## src/rtl/blink_pkg.sv

```systemverilog
// Shared types for the multi-channel LED sequencer: channel modes, the
// per-channel configuration record and the PWM counter width.
package blink_pkg;

    localparam int unsigned PWM_W = 8;

    typedef enum logic [1:0] {
        BLINK_OFF   = 2'd0,
        BLINK_ON    = 2'd1,
        BLINK_BLINK = 2'd2,
        BLINK_BURST = 2'd3
    } blink_mode_e;

    typedef struct packed {
        blink_mode_e       mode;
        logic [PWM_W-1:0]  level;
    } blink_cfg_t;

    function automatic logic mode_busy(blink_mode_e m);
        return (m == BLINK_BLINK) || (m == BLINK_BURST);
    endfunction

endpackage

```

## src/rtl/blink_chan.sv

```systemverilog
// One LED channel: mode state machine, phase/burst counters and the
// registered led/busy/done outputs.
module blink_chan
    import blink_pkg::*;
#(
    parameter int unsigned PERIOD_W = 16,
    parameter int unsigned CNT_W    = 8
) (
    input  logic                clk,
    input  logic                arst_n,
    input  logic                wr,
    input  blink_cfg_t          cfg,
    input  logic [PERIOD_W-1:0] period,
    input  logic [PERIOD_W-1:0] on_time,
    input  logic [CNT_W-1:0]    count,
    input  logic                tick,
    input  logic [PWM_W-1:0]    pwm_cnt,
    output logic                led,
    output logic                busy,
    output logic                done
);

    blink_mode_e         mode_q, mode_d;
    logic [PERIOD_W-1:0] period_q, period_d;
    logic [PERIOD_W-1:0] on_q, on_d;
    logic [PERIOD_W-1:0] phase_q, phase_d;
    logic [CNT_W-1:0]    remaining_q, remaining_d;
    logic [PWM_W-1:0]    level_q, level_d;
    logic                done_evt_q, done_evt_d;
    logic                led_d, busy_d, gate;

    always_ff @(posedge clk or negedge arst_n) begin
        if (!arst_n) begin
            mode_q      <= BLINK_OFF;
            period_q    <= '0;
            on_q        <= '0;
            phase_q     <= '0;
            remaining_q <= '0;
            level_q     <= '0;
            done_evt_q  <= 1'b0;
        end else begin
            mode_q      <= mode_d;
            period_q    <= period_d;
            on_q        <= on_d;
            phase_q     <= phase_d;
            remaining_q <= remaining_d;
            level_q     <= level_d;
            done_evt_q  <= done_evt_d;
        end
    end

    // A write overrides any tick in the same cycle, so the new config starts at phase 0.
    always_comb begin
        mode_d      = mode_q;
        period_d    = period_q;
        on_d        = on_q;
        phase_d     = phase_q;
        remaining_d = remaining_q;
        level_d     = level_q;
        done_evt_d  = 1'b0;
        if (wr) begin
            mode_d      = cfg.mode;
            period_d    = period;
            on_d        = on_time;
            phase_d     = '0;
            remaining_d = count;
            level_d     = cfg.level;
            if (mode_busy(cfg.mode) && (period == '0)) begin
                mode_d = BLINK_OFF;
            end else if ((cfg.mode == BLINK_BURST) && (count == '0)) begin
                mode_d     = BLINK_OFF;
                done_evt_d = 1'b1;
            end
        end else if (tick && mode_busy(mode_q)) begin
            if (phase_q >= period_q - 1'b1) begin
                phase_d = '0;
                if (mode_q == BLINK_BURST) begin
                    if (remaining_q <= CNT_W'(1)) begin
                        mode_d     = BLINK_OFF;
                        done_evt_d = 1'b1;
                    end else begin
                        remaining_d = remaining_q - 1'b1;
                    end
                end
            end else begin
                phase_d = phase_q + 1'b1;
            end
        end
    end

    always_comb begin
        gate   = (pwm_cnt < level_q);
        led_d  = 1'b0;
        busy_d = 1'b0;
        case (mode_q)
            BLINK_ON: led_d = gate;
            BLINK_BLINK, BLINK_BURST: begin
                led_d  = (phase_q < on_q) && gate;
                busy_d = 1'b1;
            end
            default: ;
        endcase
    end

    // done is delayed alongside busy so it pulses in the cycle busy falls.
    always_ff @(posedge clk or negedge arst_n) begin
        if (!arst_n) begin
            led  <= 1'b0;
            busy <= 1'b0;
            done <= 1'b0;
        end else begin
            led  <= led_d;
            busy <= busy_d;
            done <= done_evt_q;
        end
    end

endmodule

```

## src/rtl/blink_multi.sv

```systemverilog
// Multi-channel LED sequencer top: shared prescaler, write decode and channel array.
// Optional per-channel PWM dimming is enabled by defining BLINK_PWM_EN.
module blink_multi
    import blink_pkg::*;
#(
    parameter  int unsigned CLK_HZ   = 100000000,
    parameter  int unsigned TICK_HZ  = 1000,
    parameter  int unsigned CHANNELS = 4,
    parameter  int unsigned PERIOD_W = 16,
    parameter  int unsigned CNT_W    = 8,
    localparam int unsigned CHAN_W   = (CHANNELS > 1) ? $clog2(CHANNELS) : 1
) (
    input  logic                clk_i,
    input  logic                arst_n_i,
    input  logic                cfg_valid_i,
    output logic                cfg_ready_o,
    input  logic [CHAN_W-1:0]   cfg_chan_i,
    input  logic [1:0]          cfg_mode_i,
    input  logic [PERIOD_W-1:0] cfg_period_i,
    input  logic [PERIOD_W-1:0] cfg_on_i,
    input  logic [CNT_W-1:0]    cfg_count_i,
`ifdef BLINK_PWM_EN
    input  logic [PWM_W-1:0]    cfg_level_i,
`endif
    output logic [CHANNELS-1:0] led_o,
    output logic [CHANNELS-1:0] busy_o,
    output logic [CHANNELS-1:0] done_o
);

    localparam int unsigned TICK_DIV = CLK_HZ / TICK_HZ;
    localparam int unsigned PRE_W    = (TICK_DIV > 1) ? $clog2(TICK_DIV) : 1;

    if (TICK_DIV < 2) begin : g_bad_div
        $error("blink_multi: CLK_HZ/TICK_HZ must be at least 2");
    end

    logic [PRE_W-1:0] presc;
    logic             tick;
    logic             accept;
    logic [PWM_W-1:0] pwm_cnt;
    logic [PWM_W-1:0] level;
    blink_cfg_t       wr_cfg;

    assign tick   = (presc == PRE_W'(TICK_DIV - 1));
    assign accept = cfg_valid_i && cfg_ready_o;

    always_ff @(posedge clk_i or negedge arst_n_i) begin
        if (!arst_n_i) begin
            presc       <= '0;
            cfg_ready_o <= 1'b0;
        end else begin
            presc       <= tick ? '0 : presc + 1'b1;
            cfg_ready_o <= 1'b1;
        end
    end

`ifdef BLINK_PWM_EN
    always_ff @(posedge clk_i or negedge arst_n_i) begin
        if (!arst_n_i) pwm_cnt <= '0;
        else           pwm_cnt <= pwm_cnt + 1'b1;
    end
    assign level = cfg_level_i;
`else
    // Counter at 0 against a full-scale level keeps the on-phase solid.
    assign pwm_cnt = '0;
    assign level   = '1;
`endif

    always_comb begin
        wr_cfg.mode  = blink_mode_e'(cfg_mode_i);
        wr_cfg.level = level;
    end

    for (genvar g = 0; g < CHANNELS; g++) begin : g_chan
        blink_chan #(
            .PERIOD_W(PERIOD_W),
            .CNT_W   (CNT_W)
        ) u_chan (
            .clk    (clk_i),
            .arst_n (arst_n_i),
            .wr     (accept && (cfg_chan_i == CHAN_W'(g))),
            .cfg    (wr_cfg),
            .period (cfg_period_i),
            .on_time(cfg_on_i),
            .count  (cfg_count_i),
            .tick   (tick),
            .pwm_cnt(pwm_cnt),
            .led    (led_o[g]),
            .busy   (busy_o[g]),
            .done   (done_o[g])
        );
    end

endmodule

```

## config.mk

```make
export PLATFORM = sky130hd
export DESIGN_NAME = blink_multi
export DESIGN_NICKNAME = d
export VERILOG_FILES = /design/src/rtl/blink_pkg.sv /design/src/rtl/blink_chan.sv /design/src/rtl/blink_multi.sv
export SDC_FILE = /design/constraint.sdc
export NUM_CORES = 1
export LEC_CHECK = 0
export CAP_MARGIN = 20
export CORE_ASPECT_RATIO = 1.4
export CORE_MARGIN = 5
export CORE_UTILIZATION = 45
export CTS_CLUSTER_SIZE = 12
export DETAILED_ROUTE_END_ITERATION = 8
export GPL_ROUTABILITY_DRIVEN = 0
export GPL_TIMING_DRIVEN = 0
export PLACE_DENSITY_LB_ADDON = 0.15
export SLEW_MARGIN = 30
export SYNTH_ARGS = -nofsm -noshare
export SYNTH_HDL_FRONTEND = slang
export SYNTH_HIERARCHICAL = 1
export SYNTH_SLANG_ARGS = --single-unit
```

## constraint.sdc

```tcl
create_clock -name clk_i -period 3.88 [get_ports clk_i]
set_clock_uncertainty 0.05 [all_clocks]
set_input_delay 0.582 -clock clk_i [delete_from_list [all_inputs] [get_ports clk_i]]
set_output_delay 0.582 -clock clk_i [all_outputs]
set_load 0.02 [all_outputs]
```

==> impl_metrics.ini, run 1 <==
[setup_path]
timing.rr.start = g_chan[1].u_chan/period_q[3]
crit_path_end_kind = flop
arrival_ns = 4.09
worstPathMaxFanout = 8
crit_start = g_chan[1].u_chan/period_q[3]
path_cells = nor4_2, nand2_1, or4_1, nor3_1, xnor2_1, ha_1, nand4_1, a2111oi_4, a21oi_4, or3_1, and2_4, a22o_1
slowest_delay_ns = 0.56
crit_type = flop to flop
startpoint_type = flop
slowest_stage = or4_1
required_ns = 4.23

[run_status]
status = finished clean

[synth]
synth_cells = 1872
synth_edf_count = 0
avgSynthCellArea_sq_um = 9.45
synth_area_sq_mm = 0.0177
synthArstFlopShare = 1.00
ys.flop_type = dfrtp_1
synth_seq_cells = 298
synth.distinct_cells = 72
synth_top_area_frac = 0.421
ys_warn_count = 6
seq_area_frac_synth = 0.421
synth_area_leader_cell = dfrtp_1
yosys-top-cells-area = dfrtp_1, ha_1, nand2_1

[floorplanning]
chipWidth_um = 178
ios = 60
initial_utilization = 0.452
die-area_sq_mm = 0.0434
num_rows = 86
core_sq_mm = 0.0392
die_y_um = 245

[final_layout]
instances_no_fill = 2584
area_delta_synth_final_pct = 15.9
final_cell_mix = dfrtp_1, nand2_1, ha_1
fin_util = 0.524
fillers = 3686
drive_gt1_frac = 0.0885
nets = 2253
antenna_cells = 0
final_common_cell = dfrtp_1

[worst_hold_path]
hp-class = flop to flop
holdCritStartpoint = g_chan[3].u_chan/done_evt_q

[route]
first_pass_iters = 5
dr_total_vias = 14300
vias_per_cell = 5.52
finalWirelength_mm = 49.3
drtIter0Drc = 890
wl_per_cell_um = 19.1
route.detailed.drc = 0
detail-route-antenna-nets = 0

[sta]
finalHoldViolations = 0
period_share = 0.964
slew_headroom = 0.474
maxSlewViolCount = 0
setup_slack_ns = 0.141
hold_ws_ns = 0.278
fin_crit_ns = 3.74
fin_tns_setup_ns = 0
tightest_slew_ns = 0.787
setup_viol = 0
clock.fmax_ghz = 0.267

[cts]
cts_tree = done
clock_sinks = 298
clockBufferDepth = 3
cts_buffers = 34
cts.clk_slew.worst_paths_ns = 0.06
htree_levels = 2
cts_setup_buffers = 0
ctsRootBufferMaster = clkbuf_16
insertion_delay_ns = 0.53

[grt]
overflow = 0
grt_use_total = 0.229
antenna_found_initial = 1
grt_pass1_wl_mm = 78.3
first_global_vias = 14200
grt_start_max_net_pins = 73

[placed_design]
place_hpwl_mm = 35.8
portBuffers = 59
dp_slack_ns = -0.293
dp_cells = 2528

[power_and_ir_drop]
peakVddDrop_v = 0.000259
powerDensity_mw_per_mm2 = 447
power.leakage_uw = 0.00929

[run]
drv_cap = 0
logic make-up after synthesis:
family | Yosys count | synth area share
AO/OA/AOI/OAI | 391 | 0.136
XOR/XNOR | 103 | 0.0510
adder cells (fa/ha/maj) | 169 | 0.120
buffers and inverters | 199 | 0.0431
flip-flops | 298 | 0.421
multiplexers | 76 | 0.0479
other | 2 | 0.000424
AND/OR/NAND/NOR | 634 | 0.181
layer usage:
metal / vias to the layer above / global-route usage / routed length, um
met1: 6964 / 0.293 / 21000
met4: 2 / 0.0870 / 2060
met3: 108 / 0.0311 / 1990
met5: - / 0 / 14
met2: 307 / 0.393 / 24200
li1: 6888 / - / -
final cells by class:
class / count / area (sq um) / area share
Clock buffer: 46 / 1010 / 0.0491
Sequential cell: 298 / 7460 / 0.364
Buffer: 57 / 233 / 0.0113
Tap cell: 528 / 661 / 0.0322
Clock inverter: 9 / 128 / 0.00622
Multi-Input combinational cell: 1438 / 9760 / 0.476
Timing Repair Buffer: 66 / 734 / 0.0358
Inverter: 142 / 533 / 0.0260
repair_timing:
| action | 4_1_cts | 5_1_grt |
|---|---|---|
| hold endpoints to repair | 48 | 0 |
| endpoints found under the setup margin | 23 | 25 |
| hold buffers | 1 | 0 |
| pin swaps | 0 | 2 |
| gates resized for setup | 5 | 12 |
report_power, final:
part	internal, uW	total [uW]	switching (uW)	leakage, uW
clock	2010	3300	1290	0.000565
combinational	840	1920	1080	0.00497
sequential	3580	3940	362	0.00375
total	6430	9160	2730	0.00929
worst max-delay path, delay by kind of cell, from the launching register on:
family                     cells  cell delay, ns
AOI/OAI and AO/OA              3            0.65
xor gates and xnor gates       1            0.10
adders and majority gates      1            0.32
DFF                            1            0.43
and+or+nand+nor                7            2.08
path summary, 6_finish.rpt:
check | cells past startpoint | endpoint | slack (ns)
max | 12 | g_chan[1].u_chan/mode_q[1] | 0.14
min | 0 | g_chan[3].u_chan/done | 0.28
max reg2reg | 12 | g_chan[1].u_chan/mode_q[1] | 0.14
min reg2reg | 0 | g_chan[3].u_chan/done | 0.28
max in group asynchronous | 4 | g_chan[3].u_chan/remaining_q[2] | 2.22
min in group asynchronous | 2 | g_chan[1].u_chan/on_q[6] | 0.52
stage by stage:
stage	cell area [sq um]	power (uW)
2_1_floorplan	17900	5210
3_3_place_gp	19200	5810
3_5_place_dp	19300	5900
4_1_cts	20500	9250
5_1_grt	20500	9710
6_report	20500	9160
synth_stat cells (all sizes together), types with 4 or more instances:
master,instances
dfrtp,298
nand2,222
o21ai,179
ha,169
inv,142
nor2,108
a21oi,75
mux2,66
nor3,64
xnor2,57
nand3,48
xor2,46
nand4,35
nor4,35
clkbuf,33
a21o,32
and3,26
buf,24
or3,21
nand2b,20
a211oi,15
or4,13
nor2b,11
mux2i,10
a22o,8
and2,8
a2111oi,7
a211o,7
o21a,7
a22oi,6
and4,6
o32ai,6
a31o,4
a31oi,4
nand3b,4
nor3b,4
o22ai,4
o31ai,4
o41ai,4
registers in the layout, summed over array words and instances, names as in the netlist:
| register | count |
|---|---|
| g_chan.u_chan/busy | 4 |
| presc | 17 |
| g_chan.u_chan/done_evt_q | 4 |
| g_chan.u_chan/remaining_q | 32 |
| g_chan.u_chan/mode_q | 8 |
| cfg_ready_o | 1 |
| g_chan.u_chan/led | 4 |
| g_chan.u_chan/on_q | 64 |
| g_chan.u_chan/period_q | 64 |
| g_chan.u_chan/level_q | 32 |
| g_chan.u_chan/phase_q | 64 |
| g_chan.u_chan/done | 4 |
Power figures use the tool's default switching activity.
==> run 2, diff against run 1 <==
--- a/config.mk
+++ b/config.mk
@@ -8,7 +8,7 @@
 export CAP_MARGIN = 20
 export CORE_ASPECT_RATIO = 1.4
 export CORE_MARGIN = 5
-export CORE_UTILIZATION = 45
+export CORE_UTILIZATION = 30
 export CTS_CLUSTER_SIZE = 12
 export DETAILED_ROUTE_END_ITERATION = 8
 export GPL_ROUTABILITY_DRIVEN = 0
==> run 2 against run 1 <==
Total power grew 4.8%. Global-route usage shrank 6.1 points. Count of clock-buffer cells in the layout grew 5. Final cell count grew 9.0%. Clock power grew 13%. Fmax shrank 0.35%. Routed wire length grew 9.6%. Critical path type unchanged. Highest routed layer is now met4.
==> impl_metrics.ini, run 2 (synthesis gave the netlist of run 1 again) <==
[floorplanning]
die_y_um = 297
ios = 60
core_sq_mm = 0.0586
die-area_sq_mm = 0.0640
num_rows = 105
initial_utilization = 0.302
chipWidth_um = 215

[power_and_ir_drop]
powerDensity_mw_per_mm2 = 457
fin_total_pwr_uw = 9600
peakVddDrop_v = 0.000345
power.leakage_uw = 0.00937

[setup_path]
arrival_ns = 4.19
startpoint_type = flop
r2r-end = g_chan[3].u_chan/phase_q[5]
crit_type = flop to flop
critical_path_depth = 13
timing.rr.start = g_chan[3].u_chan/period_q[3]
worstSetupEndpoint = g_chan[3].u_chan/phase_q[5]
required_ns = 4.32
reg2regPathDepth = 13
path_cells = nor4_2, nand2_1, or4_4, nor3_2, xnor2_1, ha_1, a21oi_1, o21ai_0, a2111oi_1, o21ai_1, buf_2, o21ai_0, a21o_1
r2r_slack_ns = 0.13
worstPathMaxFanout = 10
worst-path-buf-inv = 1
crit_family = compound AO/OA/AOI/OAI gates
slowest_stage = or4_4
crit_path_end_kind = flop
crit_start = g_chan[3].u_chan/period_q[3]
path_common_cell = o21ai_0
slowest_delay_ns = 0.54

[run_status]
status = finished clean

[grt]
overflow = 0
grt_pass1_wl_mm = 84.6
first_global_vias = 14500
antenna_found_initial = 0
grt_start_max_net_pins = 81
grt_use_total = 0.168

[worst_hold_path]
holdPathStages = 0
hp-class = flop to flop

[cts]
insertion_delay_ns = 0.55
htree_levels = 2
ctsRootBufferMaster = clkbuf_16
clockBufferDepth = 3
cts_tree = done
cts_buffers = 36
cts.clk_slew.worst_paths_ns = 0.06
clock_sinks = 298

[final_layout]
final_cell_mix = dfrtp_1, nand2_1, ha_1
final_common_cell = dfrtp_1
multi_input_area_sq_mm = 0.00980
fin_util = 0.358
fillers = 6010
nets = 2257
area_delta_synth_final_pct = 18.7
antenna_cells = 0
register_area_sq_mm = 0.00746
top_regs = g_chan.u_chan/on_q (64), g_chan.u_chan/period_q (64), g_chan.u_chan/phase_q (64)
drive_gt1_frac = 0.0924

[route]
wl_per_cell_um = 19.2
drtIter0Drc = 682
route.detailed.drc = 0
vias_per_cell = 5.08
finalWirelength_mm = 54.0
first_pass_iters = 5
detail-route-antenna-nets = 0
dr_total_vias = 14300

[run]
drv_cap = 0

[placed_design]
portBuffers = 59
dp_slack_ns = -0.380
place_hpwl_mm = 38.9

[sta]
finalHoldViolations = 0
tightest_slew_ns = 0.798
fin_crit_ns = 3.75
clock.fmax_ghz = 0.267
maxSlewViolCount = 0
fin_tns_setup_ns = 0
setup_viol = 0
slew_headroom = 0.454
setup_slack_ns = 0.128
period_share = 0.967
## run 2: cell count changes in the layout (fill, tap and decap cells not counted), moves of 3 or more
| cell | change |
|---|---|
| bufinv_16 | +3 |
| clkbuf_8 | -4 |
| clkbuf_16 | +3 |
| buf_4 | +3 |
| clkbuf_1 | +6 |
## run 2: report_power, final
part | switching, uW | internal [uW] | leakage [uW]
clock network | 1430 | 2290 | 0.000633
registers | 369 | 3580 | 0.00375
logic | 1090 | 840 | 0.00499
## run 2: layout make-up
| class | count | share of cell area |
|---|---|---|
| Buffer | 57 | 0.0113 |
| Sequential cell | 298 | 0.355 |
| Tap cell | 749 | 0.0446 |
| Clock buffer | 51 | 0.0500 |
| Inverter | 142 | 0.0254 |
| Timing Repair Buffer | 68 | 0.0355 |
| Multi-Input combinational cell | 1438 | 0.467 |
| Clock inverter | 14 | 0.0112 |
## run 2: how the worst min path moves through the flow
stage	startpoint	to	slack, ns
finish	g_chan[3].u_chan/done_evt_q	g_chan[3].u_chan/done	0.30
global route	g_chan[0].u_chan/done_evt_q	g_chan[0].u_chan/done	0.31
CTS	g_chan[3].u_chan/done_evt_q	g_chan[3].u_chan/done	0.30
floorplan	arst_n_i	cfg_ready_o	0.24
detailed placement	g_chan[3].u_chan/done_evt_q	g_chan[3].u_chan/done	0.29
global placement	g_chan[3].u_chan/done_evt_q	g_chan[3].u_chan/done	0.28
## run 2: stage by stage
stage	cells	hold WS [ns]	cell area (sq um)
final	2817	0.300	21000
after detailed placement	2749	0.289	19600
after CTS	2816	0.303	20900
after floorplan	1935	0.236	17900
after global placement	2743	0.283	19500
after global routing	2817	0.307	21000
## run 2: what timing repair did
action                                  in CTS  in global routing
endpoints found under the setup margin      25                 39
hold buffers                                 1                  0
setup buffers                                1                  1
pin swaps                                    1                  1
gates resized for setup                      7                 17
hold endpoints to repair                    58                  0
## run 2: layer usage
metal / vias to the layer above / track usage / part of all wire
met3: 102 / 0.0234 / 0.037
met1: 7015 / 0.210 / 0.43
met4: 0 / 0.0739 / 0.047
met5: - / 0 / 0
met2: 267 / 0.288 / 0.49
li1: 6919 / - / -
==> run 3, diff against run 2 <==
--- a/config.mk
+++ b/config.mk
@@ -14,7 +14,7 @@
 export GPL_ROUTABILITY_DRIVEN = 0
 export GPL_TIMING_DRIVEN = 0
 export PLACE_DENSITY_LB_ADDON = 0.15
-export SLEW_MARGIN = 30
+export SLEW_MARGIN = 0
 export SYNTH_ARGS = -nofsm -noshare
 export SYNTH_HDL_FRONTEND = slang
 export SYNTH_HIERARCHICAL = 1
==> run 3 against run 2 <==
Fmax is 1.5% higher. Sequential cell count did not move. Combinational power hardly changed. Critical endpoint is now g_chan[1].u_chan/mode_q[1].
==> impl_metrics.ini, run 3 (synthesis gave the netlist of run 1 again) <==
[setup_path]
worstPathMaxFanout = 8
crit_path_end_kind = flop
r2r-end = g_chan[1].u_chan/mode_q[1]
reg2regPathDepth = 12
worstSetupEndpoint = g_chan[1].u_chan/mode_q[1]
r2r_slack_ns = 0.18
timing.rr.start = g_chan[1].u_chan/period_q[3]
crit_start = g_chan[1].u_chan/period_q[3]
arrival_ns = 4.07
startpoint_type = flop
crit_type = flop to flop
required_ns = 4.25

[floorplanning]
chipWidth_um = 215
die-area_sq_mm = 0.0640
die_y_um = 297
num_rows = 105
ios = 60
core_sq_mm = 0.0586
initial_utilization = 0.302

[grt]
overflow = 0
globalRouteMet3Util = 0.0213
antenna_found_initial = 0
grtUsageMet1 = 0.208
grt.busiest_layer = met2
grt_start_max_net_pins = 95
grt_pass1_wl_mm = 84.3
use_met2 = 0.295
grt_use_total = 0.167
first_global_vias = 14500

[final_layout]
fin_util = 0.356
multi_input_area_sq_mm = 0.00978
nets = 2257
area_delta_synth_final_pct = 17.9
top_regs = g_chan.u_chan/on_q (64), g_chan.u_chan/period_q (64), g_chan.u_chan/phase_q (64)
fillers = 6039
antenna_cells = 0
final_cell_mix = dfrtp_1, nand2_1, ha_1
register_area_sq_mm = 0.00746
final_common_cell = dfrtp_1
drive_gt1_frac = 0.0910

[sta]
fin_crit_ns = 3.70
period_share = 0.953
finalHoldViolations = 0
maxSlewViolCount = 0
tightest_slew_ns = 0.970
clock.fmax_ghz = 0.270
hold_ws_ns = 0.300
slew_headroom = 0.336
setup_viol = 0

[power_and_ir_drop]
power.leakage_uw = 0.00930
peakVddDrop_v = 0.000338
powerDensity_mw_per_mm2 = 444

[run]
drv_cap = 0

[route]
wl_per_cell_um = 19.1
drtIter0Drc = 811
first_pass_iters = 5
route.detailed.drc = 0
finalWirelength_mm = 53.8
dr_total_vias = 14200
detail-route-antenna-nets = 0
vias_per_cell = 5.04

[worst_hold_path]
hp-class = flop to flop

[placed_design]
portBuffers = 59
place_hpwl_mm = 39.0

[cts]
insertion_delay_ns = 0.54
cts_tree = done
cts_buffers = 36
htree_levels = 2
cts.clk_slew.worst_paths_ns = 0.06
clock_sinks = 298
ctsRootBufferMaster = clkbuf_16
clockBufferDepth = 3

[run_status]
status = finished clean
run 3: worst max-delay path: stages, from the launching register on:
cell and delay [ns]:
dfrtp_1 0.44, nor4_2 0.31, nand2_1 0.15, or4_4 0.54
nor3_2 0.19, xnor2_1 0.10, ha_1 0.33, nand4_1 0.18
a2111oi_4 0.35, a21oi_2 0.19, or3_1 0.41, and2_4 0.17
a22o_1 0.18
run 3: worst min path at each step:
stage          cells past startpoint  slack (ns)                        start               endpoint
6_report                           0        0.30  g_chan[3].u_chan/done_evt_q  g_chan[3].u_chan/done
5_1_grt                            0        0.31  g_chan[0].u_chan/done_evt_q  g_chan[0].u_chan/done
4_1_cts                            0        0.30  g_chan[3].u_chan/done_evt_q  g_chan[3].u_chan/done
3_5_place_dp                       0        0.29  g_chan[3].u_chan/done_evt_q  g_chan[3].u_chan/done
3_3_place_gp                       0        0.28  g_chan[3].u_chan/done_evt_q  g_chan[3].u_chan/done
2_1_floorplan                      0        0.24                     arst_n_i            cfg_ready_o
run 3: cell type report:
class / instances / area share
repair buffers: 68 / 0.0355
clock inverters: 10 / 0.00408
multi-input cells: 1438 / 0.469
well taps: 749 / 0.0449
clock buffers: 54 / 0.0522
plain buffers: 57 / 0.0113
flip-flops and latches: 298 / 0.358
inverters: 142 / 0.0256
run 3: repair_timing:
| action | CTS | global route |
|---|---|---|
| hold buffers | 1 | 0 |
| hold endpoints to repair | 55 | 0 |
| pin swaps | 1 | 2 |
| setup buffers | 2 | 1 |
| gates resized for setup | 4 | 15 |
| setup endpoints to repair | 24 | 38 |
run 3: layer usage:
metal | vias to the layer above | share of wire
met5 | - | 0
met4 | 0 | 0.039
met3 | 103 | 0.031
met2 | 253 | 0.50
met1 | 6933 | 0.43
li1 | 6896 | -
run 3: power by group:
group	internal (uW)	switching [uW]
Combinational	836	1090
Sequential	3580	363
Clock	2010	1390
run 3: through the flow:
stage / area (sq um) / worst slack [ns] / TNS (ns) / instances / power (uW)
finish: 20900 / 0.183 / 0 / 2816 / 9260
global route: 20900 / -0.0423 / -0.0969 / 2816 / 9890
CTS: 20800 / 0.00884 / 0 / 2815 / 9430
detailed placement: 19600 / -0.355 / -4.74 / 2748 / 5920
global placement: 19500 / -11.87 / -3543.22 / 2743 / 5860
floorplan: 17900 / 0.174 / 0 / 1935 / 5210
